<file path="src/rtl/mem_arb_pkg.sv">
// Shared types and defaults for the memory-port arbiter.
package mem_arb_pkg;

  typedef enum logic [1:0] {
    ARB_IDLE  = 2'd0,
    ARB_ISSUE = 2'd1,
    ARB_WAIT  = 2'd2
  } e_arb_state;

  localparam int unsigned MEM_ARB_ADDR_W = 32;
  localparam int unsigned MEM_ARB_DATA_W = 32;

endpackage

</file>
<file path="src/rtl/mem_arbiter_rr_picker.sv">
// Combinational grant picker for mem_arbiter.
// Default: round-robin starting one above last_grant, with wrap-around.
// MEM_ARB_FIXED_PRIORITY_EN defined: lowest-index pending port wins, last_grant ignored.
module rr_picker
  import mem_arb_pkg::*;
#(
  parameter  int unsigned NUM_PORTS = 2,
  localparam int unsigned IDX_W     = (NUM_PORTS > 1) ? $clog2(NUM_PORTS) : 1
) (
  input  logic [NUM_PORTS-1:0] pending,
  input  logic [IDX_W-1:0]     last_grant,
  output logic [IDX_W-1:0]     grant,
  output logic                 valid
);

  logic [IDX_W-1:0] cand;

`ifdef MEM_ARB_FIXED_PRIORITY_EN
  logic unused_last_grant;
  assign unused_last_grant = ^last_grant;

  // First pending port from index 0 upward.
  always_comb begin
    grant = '0;
    valid = 1'b0;
    cand  = '0;
    for (int unsigned i = 0; i < NUM_PORTS; i++) begin
      cand = IDX_W'(i);
      if (!valid && pending[cand]) begin
        valid = 1'b1;
        grant = cand;
      end
    end
  end
`else
  // First pending port searching upward from last_grant+1, wrapping.
  always_comb begin
    grant = '0;
    valid = 1'b0;
    cand  = '0;
    for (int unsigned i = 1; i <= NUM_PORTS; i++) begin
      cand = IDX_W'((32'(last_grant) + i) % NUM_PORTS);
      if (!valid && pending[cand]) begin
        valid = 1'b1;
        grant = cand;
      end
    end
  end
`endif

endmodule

</file>
<file path="src/rtl/mem_arbiter.sv">
// mem_arbiter: captures per-port request pulses and serialises them onto a
// single memory port, one transaction at a time.
// Build option: MEM_ARB_FIXED_PRIORITY_EN selects fixed priority instead of round-robin.
module mem_arbiter
  import mem_arb_pkg::*;
#(
  parameter int unsigned NUM_PORTS = 2,
  parameter int unsigned ADDR_W    = MEM_ARB_ADDR_W,
  parameter int unsigned DATA_W    = MEM_ARB_DATA_W
) (
  input  logic                        clk,
  input  logic                        rst,
  input  logic [NUM_PORTS*ADDR_W-1:0] req_addr,
  input  logic [NUM_PORTS*DATA_W-1:0] req_wr_data,
  input  logic [NUM_PORTS-1:0]        req_rd,
  input  logic [NUM_PORTS-1:0]        req_wr,
  output logic [NUM_PORTS-1:0]        req_ack,
  output logic [DATA_W-1:0]           req_rd_data,
  output logic [NUM_PORTS-1:0]        req_pending,
  output logic [ADDR_W-1:0]           mem_addr,
  output logic [DATA_W-1:0]           mem_wr_data,
  output logic                        mem_rd_req,
  output logic                        mem_wr_req,
  input  logic [DATA_W-1:0]           mem_rd_data,
  input  logic                        mem_ack,
  input  logic                        mem_busy
);

  localparam int unsigned IDX_W = (NUM_PORTS > 1) ? $clog2(NUM_PORTS) : 1;

  e_arb_state           state_q, state_d;
  logic [IDX_W-1:0]     grant_q, grant_d;
  logic [IDX_W-1:0]     last_grant_q, last_grant_d;
  logic [NUM_PORTS-1:0] pending_q, pending_d;
  logic [NUM_PORTS-1:0] is_wr_q, is_wr_d;
  logic [ADDR_W-1:0]    addr_q [NUM_PORTS];
  logic [ADDR_W-1:0]    addr_d [NUM_PORTS];
  logic [DATA_W-1:0]    wdata_q [NUM_PORTS];
  logic [DATA_W-1:0]    wdata_d [NUM_PORTS];
  logic [NUM_PORTS-1:0] req_ack_q, req_ack_d;
  logic [DATA_W-1:0]    rd_data_q, rd_data_d;
  logic [ADDR_W-1:0]    mem_addr_q, mem_addr_d;
  logic [DATA_W-1:0]    mem_wr_data_q, mem_wr_data_d;
  logic                 mem_rd_req_q, mem_rd_req_d;
  logic                 mem_wr_req_q, mem_wr_req_d;

  logic [IDX_W-1:0]     pick_grant;
  logic                 pick_valid;
  logic                 issue;
  logic [IDX_W-1:0]     issue_idx;
  logic [NUM_PORTS-1:0] clear;

  rr_picker #(.NUM_PORTS(NUM_PORTS)) u_picker (
    .pending    (pending_q),
    .last_grant (last_grant_q),
    .grant      (pick_grant),
    .valid      (pick_valid)
  );

  // Next-state: arbitration FSM, memory issue, completion, request capture.
  always_comb begin
    state_d       = state_q;
    grant_d       = grant_q;
    last_grant_d  = last_grant_q;
    pending_d     = pending_q;
    is_wr_d       = is_wr_q;
    addr_d        = addr_q;
    wdata_d       = wdata_q;
    req_ack_d     = '0;
    rd_data_d     = rd_data_q;
    mem_addr_d    = mem_addr_q;
    mem_wr_data_d = mem_wr_data_q;
    mem_rd_req_d  = 1'b0;
    mem_wr_req_d  = 1'b0;
    issue         = 1'b0;
    issue_idx     = grant_q;
    clear         = '0;

    case (state_q)
      ARB_IDLE: begin
        if (pick_valid) begin
          grant_d = pick_grant;
          if (!mem_busy) begin
            issue     = 1'b1;
            issue_idx = pick_grant;
            state_d   = ARB_WAIT;
          end else begin
            state_d = ARB_ISSUE;
          end
        end
      end
      ARB_ISSUE: begin
        if (!mem_busy) begin
          issue   = 1'b1;
          state_d = ARB_WAIT;
        end
      end
      ARB_WAIT: begin
        if (mem_ack) begin
          req_ack_d[grant_q] = 1'b1;
          if (!is_wr_q[grant_q]) rd_data_d = mem_rd_data;
          clear[grant_q] = 1'b1;
          last_grant_d   = grant_q;
          state_d        = ARB_IDLE;
        end
      end
      default: state_d = ARB_IDLE;
    endcase

    if (issue) begin
      mem_addr_d    = addr_q[issue_idx];
      mem_wr_data_d = wdata_q[issue_idx];
      mem_wr_req_d  = is_wr_q[issue_idx];
      mem_rd_req_d  = !is_wr_q[issue_idx];
    end

    // A pulse on the same edge as its own ack clear is captured (set wins).
    for (int unsigned p = 0; p < NUM_PORTS; p++) begin
      pending_d[p] = pending_q[p] & ~clear[p];
      if ((req_rd[p] || req_wr[p]) && (!pending_q[p] || clear[p])) begin
        pending_d[p] = 1'b1;
        is_wr_d[p]   = req_wr[p];
        addr_d[p]    = req_addr[p*ADDR_W +: ADDR_W];
        wdata_d[p]   = req_wr_data[p*DATA_W +: DATA_W];
      end
    end
  end

  // State and registered outputs; async reset parks last_grant so port 0 wins first.
  always_ff @(posedge clk or posedge rst) begin
    if (rst) begin
      state_q       <= ARB_IDLE;
      grant_q       <= '0;
      last_grant_q  <= IDX_W'(NUM_PORTS - 1);
      pending_q     <= '0;
      is_wr_q       <= '0;
      for (int unsigned p = 0; p < NUM_PORTS; p++) begin
        addr_q[p]  <= '0;
        wdata_q[p] <= '0;
      end
      req_ack_q     <= '0;
      rd_data_q     <= '0;
      mem_addr_q    <= '0;
      mem_wr_data_q <= '0;
      mem_rd_req_q  <= 1'b0;
      mem_wr_req_q  <= 1'b0;
    end else begin
      state_q       <= state_d;
      grant_q       <= grant_d;
      last_grant_q  <= last_grant_d;
      pending_q     <= pending_d;
      is_wr_q       <= is_wr_d;
      addr_q        <= addr_d;
      wdata_q       <= wdata_d;
      req_ack_q     <= req_ack_d;
      rd_data_q     <= rd_data_d;
      mem_addr_q    <= mem_addr_d;
      mem_wr_data_q <= mem_wr_data_d;
      mem_rd_req_q  <= mem_rd_req_d;
      mem_wr_req_q  <= mem_wr_req_d;
    end
  end

  assign req_ack     = req_ack_q;
  assign req_rd_data = rd_data_q;
  assign req_pending = pending_q;
  assign mem_addr    = mem_addr_q;
  assign mem_wr_data = mem_wr_data_q;
  assign mem_rd_req  = mem_rd_req_q;
  assign mem_wr_req  = mem_wr_req_q;

endmodule

</file>
<file path="config.mk">
export PLATFORM = sky130hd
export DESIGN_NAME = mem_arbiter
export DESIGN_NICKNAME = d
export VERILOG_FILES = /design/src/rtl/mem_arb_pkg.sv /design/src/rtl/mem_arbiter_rr_picker.sv /design/src/rtl/mem_arbiter.sv
export SDC_FILE = /design/constraint.sdc
export NUM_CORES = 1
export LEC_CHECK = 0
export ABC_AREA = 1
export CAP_MARGIN = 40
export CORE_MARGIN = 2
export CORE_UTILIZATION = 53
export CTS_CLUSTER_DIAMETER = 80
export DETAILED_ROUTE_END_ITERATION = 16
export PLACE_DENSITY = 0.94
export SYNTH_ARGS = -nofsm -noshare
export SYNTH_HDL_FRONTEND = slang
export SYNTH_SLANG_ARGS = --single-unit
</file>
<file path="constraint.sdc">
create_clock -name clk -period 17.6 [get_ports clk]
set_input_delay 3.52 -clock clk [delete_from_list [all_inputs] [get_ports clk]]
set_output_delay 3.52 -clock clk [all_outputs]
set_load 0.05 [all_outputs]
</file>
# Word level (Yosys, flattened, before mapping)

Cells that the tools add are included.

Bits in registers: 236
Bits of input ports: 168
Output and inout bits: 102
Logic and storage cells: 89

$add $sub $neg: 2
Order comparisons: 6
Equal/unequal tests: 5
Multiplexer cells: 37
Bitwise gates (word level): 6
Reductions and logical operators: 17

Operators with widths:

| operator                                                              | count |
|---|---|
| 32-bit two-way mux                                                    | 6 |
| 1-bit two-way mux                                                     | 22 |
| 2-bit two-way mux                                                     | 6 |
| 1-bit by 2-bit < comparator with 1-bit output (second input constant) | 4 |
| 2-bit inequality test (second input constant)                         | 3 |
| 2-bit one-hot mux with 3 select lines                                 | 1 |
| 3-bit AND reduction                                                   | 2 |
| 1-bit logical AND                                                     | 4 |
| 1-bit zero test                                                       | 4 |
| 1-bit logical OR                                                      | 4 |
| 2-bit AND reduction                                                   | 2 |
| 1-bit NOT                                                             | 3 |
| 1-bit adder (second input constant)                                   | 2 |
| 1-bit bitwise AND                                                     | 2 |
| 2-bit by 1-bit == test with 1-bit output (second input constant)      | 1 |
| 2-bit == test (second input constant)                                 | 1 |
| 2-bit greater-or-equal comparator (second input constant)             | 1 |
| 2-bit zero test                                                       | 1 |
| 1-bit NOT with 2-bit output                                           | 1 |
| 1-bit one-hot mux with 2 select lines                                 | 1 |
| 1-bit demux with 1-bit select                                         | 1 |
| 1-bit greater-or-equal comparator (second input constant)             | 1 |

# Logic depth before layout (Yosys ltp)

Gate-level depths: netlist of run 1.

Depth after elaboration: 14
Depth in mapped cells: 11
Depth with buffers taken out: 9

# Modules after synthesis

A second synthesis of run 1 with hierarchy kept.

Cells, all modules: 1301
Area total of the unflattened synthesis: 10493.8 sq um

Modules (own cells, without submodules):

| module      | times used | cells an instance | area an instance (sq um) | seq. area each (sq um) |
|---|---|---|---|---|
| mem_arbiter | 1          | 1298              | 10478.8                  | 5906.9 |
| rr_picker   | 1          | 3                 | 15.0                     | 0.0 |

# Worst setup path after synthesis of run 1

No wires, ideal clock.

Path type: in2reg
Start: input port mem_ack
End: register addr_q[14] in the netlist's numbering
Library setup time: 0.117 ns
Arrival: 4.399 ns
Required time: 17.483 ns
Path slack: 13.084 ns
Stages on the path: 9
Buffers on the path: 2
Cell sequence: inv_1 > nor3_4 > nand2_2 > nand2_2 > o21ai_2 > buf_6 > buf_6 > nand2_2 > o21ai_2

Word-level cells in the longest chain between the ends: 4

RTL lines:

| what                 | RTL line           | source |
|---|---|---|
| from (decl)          | mem_arbiter.sv:25  | `input logic mem_ack,` |
| 2-bit two-way mux    | mem_arbiter.sv:99  | `if (mem_ack) begin` |
| 2-bit two-way mux    | mem_arbiter.sv:79  | `case (state_q)` |
| 1-bit logical OR     | mem_arbiter.sv:120 | `if ((req_rd[p] \|\| req_wr[p]) && (!pending_q[p] \|\| clear[p])) begin` |
| 1-bit logical AND    | mem_arbiter.sv:120 |  |
| to (signal assigned) | mem_arbiter.sv:153 | `addr_q <= addr_d;` |
| to (decl)            | mem_arbiter.sv:36  | `logic [ADDR_W-1:0] addr_q [NUM_PORTS];` |

Every way passes these cells.
A chain may end at the register's enable or synchronous reset.

# Worst setup path after layout of run 1

Start: input port mem_ack
End: register addr_q[28] in the netlist's numbering

Same word-level chain as after synthesis.

==> results of run 1 <==
## layout make-up
type,count,area (um2)
flip-flops and latches,236,5910
fillers,1404,5820
multi-input cells,685,3440
repair buffers,285,2870
inverters,300,1130
clock buffers,38,744
well taps,270,338
clock inverters,5,53.8
## through the flow
| step | worst slack (ns) | hold WS (ns) | power, mW | util |
|---|---|---|---|---|
| floorplan | 7.61 | 0.455 | 1.95 | - |
| global placement | 11.79 | 0.462 | 2.27 | 0.670 |
| detailed placement | 11.72 | 0.465 | 2.34 | 0.674 |
| CTS | 12.22 | 0.481 | 2.87 | 0.713 |
| global route | 12.03 | 0.496 | 3.04 | 0.713 |
| finish | 12.18 | 0.477 | 2.86 | 0.713 |
## worst max-delay path: stages
cell             delay (ns)
clkdlybuf4s50_1        0.41
inv_1                  0.13
nor3_4                 0.08
nand2_2                0.09
nand2_2                0.08
o21ai_4                0.07
buf_4                  0.48
buf_4                  0.65
nand2_1                0.19
o21ai_2                0.10
## kinds of logic after synthesis
family	after synthesis	share of synthesized area
compound gates	169	0.114
simple gates	516	0.196
buf+inv	369	0.153
flops	236	0.537
## layout by cell type (no fill, tap or decap), types with 2 or more instances in the layout
| cell | count |
|---|---|
| o21ai_0 | 34 |
| o21ai_2 | 105 |
| nand2_2 | 18 |
| clkbuf_1 | 6 |
| clkdlybuf4s50_1 | 269 |
| nand3_1 | 132 |
| o21ai_4 | 3 |
| clkbuf_16 | 25 |
| buf_4 | 13 |
| inv_1 | 297 |
| nor2_1 | 6 |
| a21oi_1 | 2 |
| buf_16 | 2 |
| inv_2 | 2 |
| clkinv_2 | 3 |
| clkbuf_8 | 7 |
| o21ai_1 | 23 |
| nand2_1 | 358 |
| dfrtp_1 | 235 |
## power breakdown
group	internal [mW]	total, mW	switching [mW]
Combinational	0.469	1.40	0.926
Clock	0.304	0.513	0.209
Sequential	0.800	0.952	0.152
Total	1.57	2.86	1.29
## how the worst max path moves through the flow
stage               cells after the start    endpoint  slack, ns
floorplan                               1   addr_q[0]       7.61
global placement                       10  addr_q[24]      11.79
detailed placement                     10  addr_q[25]      11.72
CTS                                    10  addr_q[28]      12.22
global route                           10  addr_q[25]      12.03
finish                                 10  addr_q[28]      12.18
## registers in the layout (all words and copies together) (netlist names)
name          cells
last_grant_q      1
mem_wr_data      32
is_wr_q           2
mem_rd_req        1
addr_q           64
state_q           2
req_ack           2
wdata_q          64
mem_addr         32
req_rd_data      32
req_pending       2
grant_q           1
mem_wr_req        1
## per-layer routing
metal	GRT usage	share of wire
met1	0.334	0.40
met2	0.438	0.49
met3	0.0580	0.079
met4	0.101	0.033
met5	0	0
## synthesized netlist by cell type (all sizes together)
library cell  number
a21oi              2
nor2               6
dfstp              1
nand2            376
clkbuf             9
a41o               1
inv              300
nor3               2
dfrtp            235
o21ai            165
nand3            132
a31oi              1
buf               60
==> run summary, run 1 <==
Post-CTS Setup Bufs: 0
Req. time, crit path: 18.02 ns
CTS buffer count: 25
RSZ-0062 raised after global routing: no
CTS tree: built
Hpwl dp: 18500 um
Cells on worst reg2reg path: 10
Placed Cells: 1776
Drt total wl: 28100 um
Critical Path Sink Type: flop
GR Util All Layers: 0.262
CTS max path bufs: 3
Worst Hold End: addr_q[44]
CP max FO: 56
Chip height: 148 um
Vias per inst: 4.99
Post-layout min period: 5.42 ns
Hold Startpoint: addr_q[44]
Worst R2R End: mem_wr_data[7]
Largest net degree at the start of global routing: 75
Slew Limit Fails: 0
Post-DRT Antenna Nets: 0
Placed standard-cell area: 0.0137 mm2
Post-route clock period utilization: 0.308
Max Clk Rate: 0.185 GHz
Mean Syn Cell Area: 8.52 um2
Synth area leaders: dfrtp_1, nand2_1, inv_1, o21ai_2, nand3_1
Hold-critical path depth: 2
Clk Latency, worst-skew pair: 0.52 ns
Final setup viols: 0
CTS Sinks: 236
CP Data Arrival Time: 5.84 ns
Core outline area: 0.0203 mm2
Synth warn: 0
Worst vdd ir: 0.000123 V
Clk slew on worst S/H paths: 0.06 ns
CP Launch Type: primary input
Total I/O pin count: 270
I/O Buffers: 269
DR DRC count: 0
Worst r2r src: last_grant_q
Initial cell density of the core: 0.541
CP Class: in -> reg
Max-cap viol count: 0
Row cnt: 52
Gpl congestion: 0.822
Area growth, synth to finish: 31.8%
Initial antenna violation count: 0
Netlist cell types: 21
ANT cells: 0
Via count: 9077
Hold WC Path Type: reg -> reg
Die footprint: 0.0219 mm2
CTS Hold Buffers Added: 0
Root Buffer: clkbuf_16
R2R setup slack: 15.12 ns
First-pass DRT Iterations: 5
Synth top area share: 0.535
Iter 0 DRT Violations: 531
First-pass GRT wire length: 46400 um
Die W: 148 um
Mapped cell area: 0.0110 mm2
Cts repair resizes: 0
Outcome: finished clean
Final Cell Area: 0.0145 mm2
Leakage: 7.67 nW
Post-Syn Nets: 1458
#FFs+latches synth: 236
Setup TNS: 0 ns
Critical path launch point: mem_ack
Share of cells above drive strength 1: 0.119
Power Dens Cells: 197 mW/mm2
Wire length per cell: 15.4 um
GRT overflow: 0
Non-filler instance count after layout: 1819
Tightest Pin Transition: 0.807 ns
Vias in the first global route: 9500
Cell taking the most area after synthesis: dfrtp_1
CTS H-tree lvls: 1
Final Skew: 0.0203 ns
Nets: 1701
Sequential element share of the synthesized area: 0.537
Synth Instances: 1290
Final Hold Vio Count: 0
Relative slew slack: 0.462
No activity file was read; power rests on OpenSTA's default activity.
==> inputs of run 2 (changes only) <==
--- a/config.mk
+++ b/config.mk
@@ -8,10 +8,10 @@
 export ABC_AREA = 1
 export CAP_MARGIN = 40
 export CORE_MARGIN = 2
-export CORE_UTILIZATION = 53
+export CORE_UTILIZATION = 45
 export CTS_CLUSTER_DIAMETER = 80
 export DETAILED_ROUTE_END_ITERATION = 16
-export PLACE_DENSITY = 0.94
+export PLACE_DENSITY = 0.86
 export SYNTH_ARGS = -nofsm -noshare
 export SYNTH_HDL_FRONTEND = slang
 export SYNTH_SLANG_ARGS = --single-unit
==> constraint.sdc (replaced) <==
create_clock -name clk -period 4.35 [get_ports clk]
set_input_delay 0.87 -clock clk [delete_from_list [all_inputs] [get_ports clk]]
set_output_delay 0.87 -clock clk [all_outputs]
set_load 0.05 [all_outputs]
==> run summary, run 2 (synthesis gave the netlist of run 1 again) <==
Seq pwr share: 0.326 (-0.007)
CTS max path bufs: 3 (unchanged)
Worst R2R End: mem_addr[30]
Cells on worst reg2reg path: 10 (unchanged)
Hold Startpoint: mem_wr_data[11]
Post-CTS Setup Bufs: 0 (unchanged)
Chip height: 160 um (+8.3%)
WP buf/inv: 1 (-3)
Final Cell Area: 0.0147 mm2 (+1.2%)
Drt total wl: 27100 um (-3.6%)
Max-cap viol count: 0 (unchanged)
Worst Hold End: mem_wr_data[11]
Filler Cells Inserted: 1956 (+39%)
Switch share: 0.442 (-0.00765)
Part of the power in combinational logic: 0.475 (-0.013)
Tot Pwr: 11.8 mW (+310%)
CTS Sinks: 236 (unchanged)
Placed standard-cell area: 0.0137 mm2 (+0.34%)
CTS H-tree lvls: 1 (unchanged)
Initial antenna violation count: 0 (unchanged)
Die footprint: 0.0257 mm2 (+17%)
Psw: 5.19 mW (+300%)
Area taken by flip-flops and latches: 0.00591 mm2 (unchanged)
CP Cell Sequence: clkdlybuf4s50_1
Root Buffer: clkbuf_16
Worst path max stage delay: 0.88 ns (+0.23 ns)
Final Skew: 0.0144 ns (-0.00585 ns)
CTS buffer count: 26 (+4.0%)
DR DRC count: 0 (unchanged)
Vias in the first global route: 9208 (-3.1%)
Nets: 1700 (-0.059%)
Top Registers: addr_q x64, wdata_q x64
Critical Path Sink Type: output pin
Relative slew slack: 0.466 (+0.00469)
GR Util All Layers: 0.212 (-0.0492)
Share of cells above drive strength 1: 0.124 (+0.00493)
Max Clk Rate: 0.369 GHz
Hold WC Path Type: reg -> reg
Iter 0 DRT Violations: 459 (-14%)
Row cnt: 57 (+9.6%)
Post-DRT Antenna Nets: 0 (unchanged)
Area of the multi-input gates: 0.00344 mm2 (unchanged)
Leakage: 7.71 nW (+0.56%)
Req. time, crit path: 3.48 ns (-14.54 ns)
Die W: 160 um (+8.3%)
Top delay family on crit path: buffers and inverters
Cts repair resizes: 0 (unchanged)
Outcome: finished clean
Clk pwr share: 0.198 (+0.019)
I/O Buffers: 269 (unchanged)
Gpl congestion: 0.813 (-1.1%)
Commonest non-fill, non-tap cell in the layout: nand2_1
Vias per inst: 4.78 (-4.2%)
Final Hold Vio Count: 0 (unchanged)
Largest net degree at the start of global routing: 130 (+73%)
Slew Limit Fails: 0 (unchanged)
Core outline area: 0.0242 mm2 (+19%)
GRT overflow: 0 (unchanged)
Final setup viols: 0 (unchanged)
CP max FO: 5 (-91%)
Area growth, synth to finish: 33.3%
Non-filler instance count after layout: 1876 (+3.1%)
CP max stage cell: clkdlybuf4s50_1
Via count: 8966 (-1.2%)
Post-layout min period: 2.71 ns
R2R setup slack: 1.99 ns (-13.13 ns)
CTS tree: built
CTS Hold Buffers Added: 0 (unchanged)
Wire length per cell: 14.4 um (-6.5%)
Hpwl dp: 17700 um (-4.0%)
First-pass DRT Iterations: 5 (unchanged)
ANT cells: 0 (unchanged)
CP Class: reg -> out
Initial cell density of the core: 0.455 (-0.0868)
First-pass GRT wire length: 45100 um (-2.8%)
Setup TNS: 0 ns (unchanged)
RSZ-0062 raised after global routing: no
CP Data Arrival Time: 1.84 ns (-4.00 ns)
Tightest Pin Transition: 0.800 ns (-0.00704 ns)
Clk slew on worst S/H paths: 0.06 ns (about the same)
CP Launch Type: flop
Post-route clock period utilization: 0.624
Power Dens Cells: 802 mW/mm2 (+310%)
Total I/O pin count: 270 (unchanged)
Clk Latency, worst-skew pair: 0.53 ns (about the same)
Pint: 6.56 mW (+320%)
Most frequent cells in the layout: nand2_1, inv_1, clkdlybuf4s50_1
Worst vdd ir: 0.000503 V (+310%)
Placed Cells: 1828 (+2.9%)
Hold-critical path depth: 2 (unchanged)
Worst r2r src: last_grant_q
[run 2: how the worst max path moves through the flow]
stage	startpoint	slack, ns	depth (start not counted)	endpoint
finish	req_pending[0]	1.64	1	req_pending[0]
global route	req_pending[0]	1.59	1	req_pending[0]
CTS	req_pending[0]	1.62	1	req_pending[0]
detailed placement	mem_busy	1.34	9	mem_rd_req
global placement	mem_busy	1.38	9	mem_rd_req
floorplan	rst	0.39	1	addr_q[0]
[run 2: area by class of cell]
type	count	area share
multi-input cells	685	0.235
repair buffers	283	0.194
inverters	300	0.0771
flip-flops and latches	236	0.403
clock inverters	13	0.0101
clock buffers	35	0.0529
well taps	324	0.0277
[run 2: routing by layer]
metal  wire, um  part of all wire  track usage  vias up
met2      13400              0.50        0.369      349
met1      10900              0.40        0.265     4213
li1           -                 -            -     4340
met3       1940             0.072       0.0460       64
met5          0                 0            0        -
met4        801             0.030       0.0696        0
[run 2: stage by stage]
| step | hold slack (ns) | util | setup WS [ns] |
|---|---|---|---|
| after floorplan | 0.455 | - | 0.389 |
| after global placement | 0.463 | 0.568 | 1.38 |
| after detailed placement | 0.465 | 0.568 | 1.34 |
| after CTS | 0.481 | 0.606 | 1.62 |
| after global routing | 0.493 | 0.606 | 1.59 |
| final | 0.477 | 0.606 | 1.64 |
[run 2: power groups by stage]
stage / sequential, mW / clock (mW) / combinational [mW]
floorplan: 5.18 / 0 / 2.69
global placement: 3.82 / 0 / 5.45
detailed placement: 3.85 / 0 / 5.60
CTS: 3.84 / 2.37 / 5.64
global route: 3.95 / 2.45 / 6.11
finish: 3.84 / 2.33 / 5.59
==> inputs of run 3 (changes only) <==
==> constraint.sdc (replaced) <==
create_clock -name clk -period 2.3 [get_ports clk]
set_input_delay 0.46 -clock clk [delete_from_list [all_inputs] [get_ports clk]]
set_output_delay 0.46 -clock clk [all_outputs]
set_load 0.05 [all_outputs]
==> run summary, run 3 (synthesis gave the netlist of run 1 again) <==
Outcome: finished clean
Clk Latency, worst-skew pair: 0.53 ns (about the same)
Via count: 8926 (-0.45%)
Area growth, synth to finish: 34.7%
Gpl congestion: 0.806 (-0.81%)
CTS Sinks: 236 (unchanged)
CP max FO: 3 (-2)
GR Util All Layers: 0.217 (+0.00477)
Leakage: 7.78 nW (+0.96%)
GRT overflow: 0 (unchanged)
Share of cells above drive strength 1: 0.126 (+0.00249)
DR DRC count: 0 (unchanged)
Tightest Pin Transition: 0.633 ns (-0.168 ns)
First-pass DRT Iterations: 5 (unchanged)
Iter 0 DRT Violations: 496 (+8.1%)
CTS buffer count: 26 (unchanged)
Post-layout min period: 2.25 ns
Top delay family on crit path: buffers and inverters
Die W: 160 um (unchanged)
Critical path depth in cells: 1 (unchanged)
CP Class: reg -> out
Final Cell Area: 0.0148 mm2 (+1.1%)
Nets: 1709 (+0.53%)
Req. time, crit path: 1.84 ns (-1.64 ns)
Commonest non-fill, non-tap cell in the layout: nand2_1
CTS max path bufs: 3 (unchanged)
Final Hold Vio Count: 0 (unchanged)
I/O Buffers: 269 (unchanged)
RSZ-0062 raised after global routing: no
DP Worst Slack: 0.118 ns (-1.22 ns)
Final Skew: 0.0181 ns (+0.00368 ns)
Final setup viols: 0 (unchanged)
CP Launch Type: flop
Power Dens Cells: 1520 mW/mm2 (+90%)
Vias per inst: 4.74 (-0.92%)
Cts repair resizes: 1 (+1)
Max-cap viol count: 0 (unchanged)
Post-DRT Antenna Nets: 0 (unchanged)
Vias in the first global route: 9259 (+0.55%)
Worst path max stage delay: 0.88 ns (about the same)
Most frequent cells in the layout: nand2_1, inv_1, clkdlybuf4s50_1
Final setup margin: 0.0502 ns (-1.59 ns)
ANT cells: 0 (unchanged)
Setup TNS: 0 ns (unchanged)
Wire length per cell: 14.6 um (+1.5%)
Max Clk Rate: 0.444 GHz
Largest net degree at the start of global routing: 111 (-15%)
CP Data Arrival Time: 1.79 ns (-0.05 ns)
Final core area utilization: 0.613 (+0.00642)
Total I/O pin count: 270 (unchanged)
Placed standard-cell area: 0.0139 mm2 (+1.2%)
CP Cell Sequence: clkdlybuf4s50_1
Hpwl dp: 18400 um (+3.8%)
Post-route clock period utilization: 0.978
Initial cell density of the core: 0.455 (unchanged)
Hold WC Path Type: in -> async
Slew Limit Fails: 0 (unchanged)
Root Buffer: clkbuf_16
Top Registers: addr_q x64, wdata_q x64
Post-CTS Setup Bufs: 0 (unchanged)
Cells on worst reg2reg path: 9 (-1)
Chip height: 160 um (unchanged)
Die footprint: 0.0257 mm2 (unchanged)
CTS Hold Buffers Added: 0 (unchanged)
CTS H-tree lvls: 1 (unchanged)
Relative slew slack: 0.578 (+0.112)
Tot Pwr: 22.5 mW (+92%)
Core outline area: 0.0242 mm2 (unchanged)
First-pass GRT wire length: 45900 um (+1.7%)
Row cnt: 57 (unchanged)
Drt total wl: 27600 um (+2.0%)
CP max stage cell: clkdlybuf4s50_1
Worst vdd ir: 0.000956 V (+90%)
WP buf/inv: 1 (unchanged)
CTS tree: built
Clk slew on worst S/H paths: 0.06 ns (about the same)
Initial antenna violation count: 1 (+1)
Critical Path Sink Type: output pin
Final hold slack: 0.437 ns (-0.0402 ns)
Placed Cells: 1837 (+0.49%)
Non-filler instance count after layout: 1885 (+0.48%)
-- run 3: cell count changes in the layout (fill, tap and decap cells not counted), moves of 2 or more --
cell and delta:
buf_12 +8, clkbuf_1 +5, clkbuf_8 -4, clkinv_2 -3, buf_4 +2, clkdlybuf4s50_1 -2
-- run 3: worst paths after layout --
kind | slack (ns) | endpoint | from
worst max-delay path | 0.05 | req_pending[1] | req_pending[1]
worst min-delay path | 0.44 | mem_wr_data[29] | rst
worst max register to register | 0.50 | mem_wr_data[23] | last_grant_q
worst min register to register | 0.48 | mem_wr_data[27] | mem_wr_data[27]
max in group asynchronous | 1.30 | mem_addr[29] | rst
min in group clk | 0.48 | mem_wr_data[27] | mem_wr_data[27]
-- run 3: where the power goes --
part | total [mW] | internal [mW] | leakage (nW) | switching, mW
Clock | 4.43 | 2.70 | 0.444 | 1.72
Combinational | 10.9 | 3.81 | 4.41 | 7.06
Sequential | 7.23 | 6.12 | 2.93 | 1.11
Total | 22.5 | 12.6 | 7.78 | 9.89
-- run 3: layout make-up --
class	instances	area, um2
timing repair buffer	292	3010
clock inverter	12	175
fill	1962	9370
multi-input combinational	685	3440
inverter	300	1130
tap	324	405
clock buffer	36	739
sequential	236	5910
-- run 3: metal layers --
metal | global-route usage | vias up | share of wire
met5 | 0 | - | 0.00047
met4 | 0.0827 | 2 | 0.032
met3 | 0.0501 | 61 | 0.068
met2 | 0.369 | 314 | 0.49
met1 | 0.272 | 4190 | 0.41
li1 | - | 4359 | -
